<file path="src/rtl/mem_wb_skid_stage_pkg.sv">
`default_nettype none
// ============================================================================
// Module      : mem_wb_skid_stage_pkg
// Description : Shared types and constants for the MEM/WB skid stage:
//               state encoding, NOP instruction and default widths.
// Revision    : 1.0 - initial release
// ============================================================================
package mem_wb_skid_stage_pkg;

  localparam int DEF_INSTR_W  = 20;
  localparam int DEF_DATA_W   = 20;
  localparam int DEF_NUM_DATA = 2;

  // Instruction word 0 is the NOP, so an empty entry reads as a bubble.
  localparam logic [DEF_INSTR_W-1:0] NOP_INSTR = '0;

  // The encoding equals the number of entries held.
  typedef enum logic [1:0] {
    ST_EMPTY = 2'd0,
    ST_MAIN  = 2'd1,
    ST_SKID  = 2'd2
  } state_e;

  function automatic logic [1:0] state_occupancy(input state_e s);
    return 2'(s);
  endfunction

endpackage
`default_nettype wire

</file>
<file path="src/rtl/mem_wb_skid_stage_entry_reg.sv">
`default_nettype none
// ============================================================================
// Module      : stage_entry_reg
// Description : One payload entry (instruction + data lanes) with
//               asynchronous reset, synchronous clear and load. The clear
//               input takes priority over the load input.
// Revision    : 1.0 - initial release
// ============================================================================
module stage_entry_reg #(
  parameter int W = 60
) (
  input  logic         clock,
  input  logic         reset,
  input  logic         i_load,
  input  logic         i_clear,
  input  logic [W-1:0] i_d,
  output logic [W-1:0] o_q
);

  logic [W-1:0] r_q;

  // Payload storage: zero when empty, otherwise the last loaded value.
  always_ff @(posedge clock or posedge reset) begin
    if (reset) begin
      r_q <= '0;
    end else if (i_clear) begin
      r_q <= '0;
    end else if (i_load) begin
      r_q <= i_d;
    end
  end

  assign o_q = r_q;

endmodule
`default_nettype wire

</file>
<file path="src/rtl/mem_wb_skid_stage.sv">
`default_nettype none
// ============================================================================
// Module      : mem_wb_skid_stage
// Description : MEM/WB pipeline register with valid/ready handshake, a
//               2-entry skid buffer (main + hidden skid entry) and a
//               synchronous flush. All outputs come straight from flops.
// Revision    : 1.0 - initial release
// ============================================================================
module mem_wb_skid_stage
  import mem_wb_skid_stage_pkg::*;
#(
  parameter int INSTR_W  = DEF_INSTR_W,
  parameter int DATA_W   = DEF_DATA_W,
  parameter int NUM_DATA = DEF_NUM_DATA
) (
  input  logic                       clock,
  input  logic                       reset,
  input  logic                       flush,
  input  logic                       in_valid,
  output logic                       in_ready,
  input  logic [INSTR_W-1:0]         in_instr,
  input  logic [NUM_DATA*DATA_W-1:0] in_data,
  output logic                       out_valid,
  input  logic                       out_ready,
  output logic [INSTR_W-1:0]         out_instr,
  output logic [NUM_DATA*DATA_W-1:0] out_data,
  output logic [1:0]                 occupancy
);

  localparam int DW    = NUM_DATA * DATA_W;
  localparam int PAY_W = INSTR_W + DW;

  state_e           r_state;
  state_e           w_state_next;
  logic             w_accept;
  logic             w_consume;
  logic             w_main_load;
  logic             w_main_from_skid;
  logic             w_main_clear;
  logic             w_skid_load;
  logic             w_skid_clear;
  logic [PAY_W-1:0] w_in_pay;
  logic [PAY_W-1:0] w_main_d;
  logic [PAY_W-1:0] w_main_q;
  logic [PAY_W-1:0] w_skid_q;

  // Handshake flags are decoded from the state register only, so
  // out_ready never reaches in_ready combinationally.
  assign in_ready  = (r_state != ST_SKID);
  assign out_valid = (r_state != ST_EMPTY);
  assign occupancy = state_occupancy(r_state);

  assign w_accept  = in_valid & in_ready;
  assign w_consume = out_valid & out_ready;
  assign w_in_pay  = {in_instr, in_data};

  // State register.
  always_ff @(posedge clock or posedge reset) begin
    if (reset) begin
      r_state <= ST_EMPTY;
    end else begin
      r_state <= w_state_next;
    end
  end

  // Next state and entry steering; flush overrides every transfer.
  always_comb begin
    w_state_next     = r_state;
    w_main_load      = 1'b0;
    w_main_from_skid = 1'b0;
    w_main_clear     = 1'b0;
    w_skid_load      = 1'b0;
    w_skid_clear     = 1'b0;
    if (flush) begin
      w_state_next = ST_EMPTY;
      w_main_clear = 1'b1;
      w_skid_clear = 1'b1;
    end else begin
      case (r_state)
        ST_EMPTY: begin
          if (w_accept) begin
            w_main_load  = 1'b1;
            w_state_next = ST_MAIN;
          end
        end
        ST_MAIN: begin
          if (w_accept && w_consume) begin
            w_main_load = 1'b1;
          end else if (w_accept) begin
            w_skid_load  = 1'b1;
            w_state_next = ST_SKID;
          end else if (w_consume) begin
            w_main_clear = 1'b1;
            w_state_next = ST_EMPTY;
          end
        end
        ST_SKID: begin
          if (w_consume) begin
            w_main_load      = 1'b1;
            w_main_from_skid = 1'b1;
            w_skid_clear     = 1'b1;
            w_state_next     = ST_MAIN;
          end
        end
        default: begin
          w_main_clear = 1'b1;
          w_skid_clear = 1'b1;
          w_state_next = ST_EMPTY;
        end
      endcase
    end
  end

  assign w_main_d = w_main_from_skid ? w_skid_q : w_in_pay;

  stage_entry_reg #(.W(PAY_W)) u_main (
    .clock   (clock),
    .reset   (reset),
    .i_load  (w_main_load),
    .i_clear (w_main_clear),
    .i_d     (w_main_d),
    .o_q     (w_main_q)
  );

  stage_entry_reg #(.W(PAY_W)) u_skid (
    .clock   (clock),
    .reset   (reset),
    .i_load  (w_skid_load),
    .i_clear (w_skid_clear),
    .i_d     (w_in_pay),
    .o_q     (w_skid_q)
  );

  assign out_instr = w_main_q[PAY_W-1 -: INSTR_W];
  assign out_data  = w_main_q[DW-1:0];

endmodule
`default_nettype wire

</file>
<file path="config.mk">
export PLATFORM = sky130hd
export DESIGN_NAME = mem_wb_skid_stage
export DESIGN_NICKNAME = d
export VERILOG_FILES = /design/src/rtl/mem_wb_skid_stage_pkg.sv /design/src/rtl/mem_wb_skid_stage_entry_reg.sv /design/src/rtl/mem_wb_skid_stage.sv
export SDC_FILE = /design/constraint.sdc
export NUM_CORES = 1
export LEC_CHECK = 0
export BUFFER_PORTS_ARGS = -buffer_cell sky130_fd_sc_hd__buf_2
export CORE_UTILIZATION = 30
export CTS_BUF_LIST = sky130_fd_sc_hd__clkbuf_8 sky130_fd_sc_hd__clkbuf_16
export CTS_CLUSTER_DIAMETER = 200
export DETAILED_ROUTE_END_ITERATION = 7
export GPL_TIMING_DRIVEN = 0
export PLACE_DENSITY_LB_ADDON = 0.3
export SLEW_MARGIN = 20
export SYNTH_ARGS = -nofsm -noshare
export SYNTH_HDL_FRONTEND = slang
export SYNTH_HIERARCHICAL = 1
export SYNTH_SLANG_ARGS = --single-unit
export TNS_END_PERCENT = 100
</file>
<file path="constraint.sdc">
create_clock -name clock -period 1.55 [get_ports clock]
set_input_delay 0.155 -clock clock [delete_from_list [all_inputs] [get_ports clock]]
set_output_delay 0.155 -clock clock [all_outputs]
set_load 0.02 [all_outputs]
</file>
# == Yosys cells after proc, flatten, opt, wreduce, memory -nomap -nowiden ==
# Index checks and enable logic that the tools add are counted.
# W data, S select, Z words.
# word_totals
elab_cells,48
out_inout_bits,64
latchBits,0
ramBits,0
inputBits,65
n_memories,0
rom_bits,0
regBits,122
# classes
n_shift,0
mux,28
n_reduce_logical,8
n_eq_ne,7
n_bitwise,2
addsub,0
mul,0
n_lt_le_gt_ge,0
div_mod_pow,0
# op_table
op,count
$mux W60,5
$mux W1,13
$mux W2,6
$ne A3 B3 Y1 const B,3
$pmux W2 S3,1
$reduce_bool A2 Y1,3
$ne A4 B4 Y1 const B,1
$pmux W1 S2,2
$reduce_and A4 Y1,1
$reduce_or A2 Y1,2
$pmux W1 S3,1
$and A1 B1 Y1,2
$eq A2 B1 Y1 const B,1
$eq A2 B2 Y1 const B,1
$logic_not A2 Y1,1
$ne A2 B2 Y1 const B,1
$logic_and A1 B1 Y1,1

# == Depth between registers and ports, before layout ==
# depth
word_depth,8
depth_mapped,7
ltp_nobuf,5

# == By module ==
# The synthesis kept the hierarchy.
# by_module_without_submodules
module,cells_each,instances,seq_area_each_um2,area_per_inst_um2
stage_entry_reg,195,2,1501.4,2466.1
mem_wb_skid_stage,87,1,50.0,924.6

# == Worst setup path after synthesis ==
# OpenSTA, ideal clock, no wires.
# synth_timing
kind,reg2reg
startpoint,"register r_state[0], in the netlist occupancy[0]"
endpoint,"register u_main.r_q[0], in the netlist u_main/o_q[0]"
period_less_slack_ns,1.867
t_required_ns,1.429
n_path_buf,1
arrival_ns,1.745
setup_ns,0.121
stages_incl_launch_ff,7
slack_ns,-0.317
cell_sequence,dfrtp_1 nand2b_4 nor3b_4 buf_6 mux2_2 mux2i_1 nor2_1
# synth_between
elab_cells_between_ends,24
cone_classes,3 x eq/ne; 14 x mux; 2 x bitwise; 5 x reduce/logical
# synth_rtl
element,line,rtl
start: declaration,mem_wb_skid_stage.sv:33,state_e r_state;
start signal: assignment,mem_wb_skid_stage.sv:62,r_state <= w_state_next;
$ne A2 B2 Y1 *,mem_wb_skid_stage.sv:49,assign in_ready = (r_state != ST_SKID);
via in_ready,mem_wb_skid_stage.sv:20,"output logic in_ready,"
$and A1 B1 Y1 *,mem_wb_skid_stage.sv:53,assign w_accept = in_valid & in_ready;
$mux W1 or $logic_and A1 B1 Y1 (tied branches),"mem_wb_skid_stage.sv:89, mem_wb_skid_stage.sv:87",
$mux W1,mem_wb_skid_stage.sv:87,if (w_accept && w_consume) begin
$pmux W1 S2 or $pmux W1 S3 (tied branches),mem_wb_skid_stage.sv:79,case (r_state)
$mux W1,mem_wb_skid_stage.sv:74,if (flush) begin
$mux W60 or $reduce_bool A2 Y1 (tied branches),--,
end signal: assignment,mem_wb_skid_stage_entry_reg.sv:29,r_q <= i_d;
end: declaration,mem_wb_skid_stage_entry_reg.sv:20,logic [W-1:0] r_q;
# The timed path passes the listed nets; every way through them passes the cells marked *. The select of a mux whose other input is x is not followed.
# A chain may end at the register's enable or synchronous reset.

# == Worst setup path in the final report ==
# layout_timing
startpoint,"register r_state[0], in the netlist occupancy[0]"
endpoint,"register u_main.r_q[32], in the netlist u_main/o_q[32]"
# layout_between
elab_chain_cells,8
elab_cells_between_ends,24
cone_classes,3 x eq/ne; 14 x mux; 2 x bitwise; 5 x reduce/logical
# layout_lines
element,line,rtl
$reduce_bool A2 Y1,mem_wb_skid_stage.sv:50,assign out_valid = (r_state != ST_EMPTY);
$and A1 B1 Y1,mem_wb_skid_stage.sv:54,assign w_consume = out_valid & out_ready;
$mux W1,mem_wb_skid_stage.sv:98,if (w_consume) begin
$mux W1 *,mem_wb_skid_stage.sv:79,
$mux W1 *,mem_wb_skid_stage.sv:74,
$mux W60 *,mem_wb_skid_stage.sv:114,assign w_main_d = w_main_from_skid ? w_skid_q : w_in_pay;
via w_main_d[32],mem_wb_skid_stage.sv:43,logic [PAY_W-1:0] w_main_d;
$mux W60 *,mem_wb_skid_stage_entry_reg.sv:28,end else if (i_load) begin
$mux W60 *,mem_wb_skid_stage_entry_reg.sv:26,end else if (i_clear) begin
# Marked as above.

==> impl_metrics.ini <==
[logic_synthesis]
syn_area_per_cell_um2 = 12.28
synth-seq-cells = 122
synth_cell_type_count = 22
syn-cell-area_um2 = 5857
synth_warnings = 6
synthCells = 477
seq_area_frac_synth_pct = 52.13
synth_nets = 542

[setup_path]
cp-startpoint = occupancy[0]
cp-start-kind = flip-flop
crit_fanout = 6
rrSetupSlack_ns = -0.23
slowest_stage = dfrtp_2
slowest_delay_ns = 0.40
reg2regPathDepth = 7
crit-reg2reg-capture = u_main/o_q[32]
r2r_start = occupancy[0]
critical_path_class = reg -> reg
endpoint_kind = flip-flop
required_ns = 1.85
cp-endpoint = u_main/o_q[32]
worstPathCellList = nand2b_4 > nor3b_4 > buf_6 > clkbuf_16 > mux2_4 > mux2i_1 > nor2_1
arrival_ns = 2.08

[placement]
io_buffer_count = 128
dp_hpwl_um = 9962
place_congestion = 0.7345
placed_area_um2 = 6878
place_inst = 867

[floorplanning]
dieHeight_um = 141.7
core_area_um2 = 18890
io_pins = 129
die-area_um2 = 20090
rows = 50
die_x_um = 141.7
initial_core_util_pct = 31.00

[layout]
layoutNonFillerInstCount = 935
final_nets = 725
area_growth_pct = 41.53
design_area_um2 = 8289
drive_gt1_share_pct = 41.90

[route]
vias = 4177
drtIter0Drc = 134
post_drt_wl_per_cell_um = 16.40
routed_wl_um = 15340
drc_errors = 0
routed_via_density = 4.467
route.antenna.remaining_nets = 0
dr.pass1.iters = 4

[sta]
setup_ws_ns = -0.2327
worst_pin_slew_ns = 0.7534
final-setup-viol-count = 119
rsz0062_at_grt = yes
maxSlewHeadroom_pct = 49.67
fmax_mhz = 560.9
report.final.slew_viol_count = 0
finalHoldViolCount = 0
fin_skew_ns = 0.01043
fin_crit_sh_pct = 115.0
fin_crit_ns = 1.783

[cts]
h-tree-depth = 4
cts_made_buffers = 17
cts_root_buf = clkbuf_16
cts_buffer_depth = 2
cts_tree = yes
cts_num_sinks = 122
clk_latency_ns = 0.41
clk_pin_slew_ns = 0.06

[pwr]
power_per_cell_area_nw_per_um2 = 1020
p_leak_nw = 3.957
power.total_w = 0.008457
irDropWorstVdd_mv = 0.6936

[run]
drv_cap = 0

[hold_path]
worstHoldPathType = in -> reg

[global_routing]
grt_overflow = 0
grt_pass1_wl_um = 23790
grt_max_degree = 32
antenna_found_initial = 2
grt_pass1_vias = 4463
track_usage_pct = 15.71

[run_status]
violations = setup timing
status = complete, but fails checks
==> cell families (layout without fill, tap and decap cells) <==
kind of cell,Yosys count,count (layout),synth area share [%]
flops,122,122,52.13
mux,180,180,32.04
compound gates,5,5,0.4914
simple gates,133,133,9.379
buf+inv,37,233,5.960
other cells,0,2,0
==> per-stage QoR <==
step	utilization [%]	TNS (ns)	hold WS, ns	setup slack (ns)
floorplan	-	-17.34	-0.1038	-0.2890
global placement	36.19	-33.41	0.05604	-0.5405
detailed placement	36.40	-38.85	0.06745	-0.5928
CTS	42.63	-14.70	0.001344	-0.2015
global route	43.85	-26.95	0.01181	-0.2881
finish	43.87	-15.54	0.01642	-0.2327
==> metal layers <==
layer	up-vias	GRT usage [%]	part of all wire, %
met5	-	0	0
met4	0	5.603	1.2
met3	15	4.151	4.5
met2	100	24.86	47
met1	2076	20.67	47
li1	1986	-	-
==> critical path: cells and delay by family, from the launching register on <==
kind / cells / cell delay, ns
simple gates: 3 / 0.42
mux: 2 / 0.46
flops: 1 / 0.40
buf+inv: 2 / 0.39
==> synthesized netlist by cell type <==
library cell / instances / area [um2]
dfrtp_1: 122 / 3053
mux2i_1: 120 / 1201
nor2_1: 120 / 450.4
mux2_2: 60 / 675.7
buf_2: 12 / 60.06
buf_8: 12 / 180.2
buf_6: 8 / 90.09
inv_1: 3 / 11.26
nand2b_1: 3 / 18.77
buf_1: 2 / 7.510
nand2_1: 2 / 7.510
nor2b_1: 2 / 12.51
o21ai_0: 2 / 10.01
a211oi_1: 1 / 7.510
a21oi_1: 1 / 5.000
a31oi_1: 1 / 6.260
nand2b_4: 1 / 13.76
nand3b_1: 1 / 7.510
nor3b_1: 1 / 7.510
nor3b_4: 1 / 18.77
or2_2: 1 / 6.260
or3_1: 1 / 6.260
==> power by group <==
group / switching (W) / internal (W) / total [W]
Clock: 0.00139 / 0.00267 / 0.00406
Sequential: 0.0000535 / 0.00329 / 0.00334
Combinational: 0.000552 / 0.000505 / 0.00106
Total: 0.00200 / 0.00646 / 0.00846
==> area by class of cell <==
type | count | area, um2
Fill cell | 1798 | 10600
Sequential cell | 122 | 3055
Multi-Input combinational cell | 318 | 2654
Timing Repair Buffer | 164 | 1189
Clock buffer | 21 | 480.5
Buffer | 34 | 435.4
Tap cell | 260 | 325.3
Clock inverter | 11 | 126.4
Inverter | 3 | 18.77
Antenna cell | 2 | 5.005
==> placed cells by master, fill, tap and decap left out, types with 2 or more instances in the layout <==
cell type      Yosys  routed
mux2_2            60      15
dlygate4sd3_1      0      18
diode_2            0       2
dfrtp_1          122     120
buf_8             12       5
buf_2             12     141
mux2i_1          120     117
buf_4              0       4
nor2_1           120     120
clkbuf_8           0       4
buf_12             0      16
mux2_4             0      45
bufinv_16          0       3
buf_6              8       3
nand2_1            2       2
clkinvlp_4         0       2
mux2i_2            0       3
dfrtp_2            0       2
nand2b_1           3       2
clkinv_2           0       5
o21ai_0            2       2
nand2b_4           1       2
bufbuf_16          0       3
clkbuf_16          0      23
inv_1              3       4
==> worst min-delay path by stage <==
stage | from | endpoint | slack [ns] | depth (start not counted)
2_1_floorplan | reset | occupancy[0] | -0.10 | 1
3_5_place_dp | reset | occupancy[0] | 0.07 | 2
4_1_cts | in_instr[10] | u_skid/o_q[50] | 0.001 | 3
3_3_place_gp | reset | occupancy[1] | 0.06 | 2
5_1_grt | in_instr[15] | u_skid/o_q[55] | 0.01 | 3
6_report | in_instr[10] | u_skid/o_q[50] | 0.02 | 3
==> repair_timing <==
| item | CTS | global route |
|---|---|---|
| buffers inserted | 5 | 1 |
| gates resized for setup | 59 | 17 |
| pin swaps | 2 | 2 |
| setup endpoints to repair | 120 | 121 |
| hold buffers | 18 | 0 |
| endpoints found under the hold margin | 79 | 0 |
| gates cloned | 4 | 6 |
==> flip-flops by register name, summed over array words and instances, names as in the netlist <==
name and count:
u_skid/o_q 60, u_main/o_q 60, occupancy 2
(Power assumes the default switching activity.)
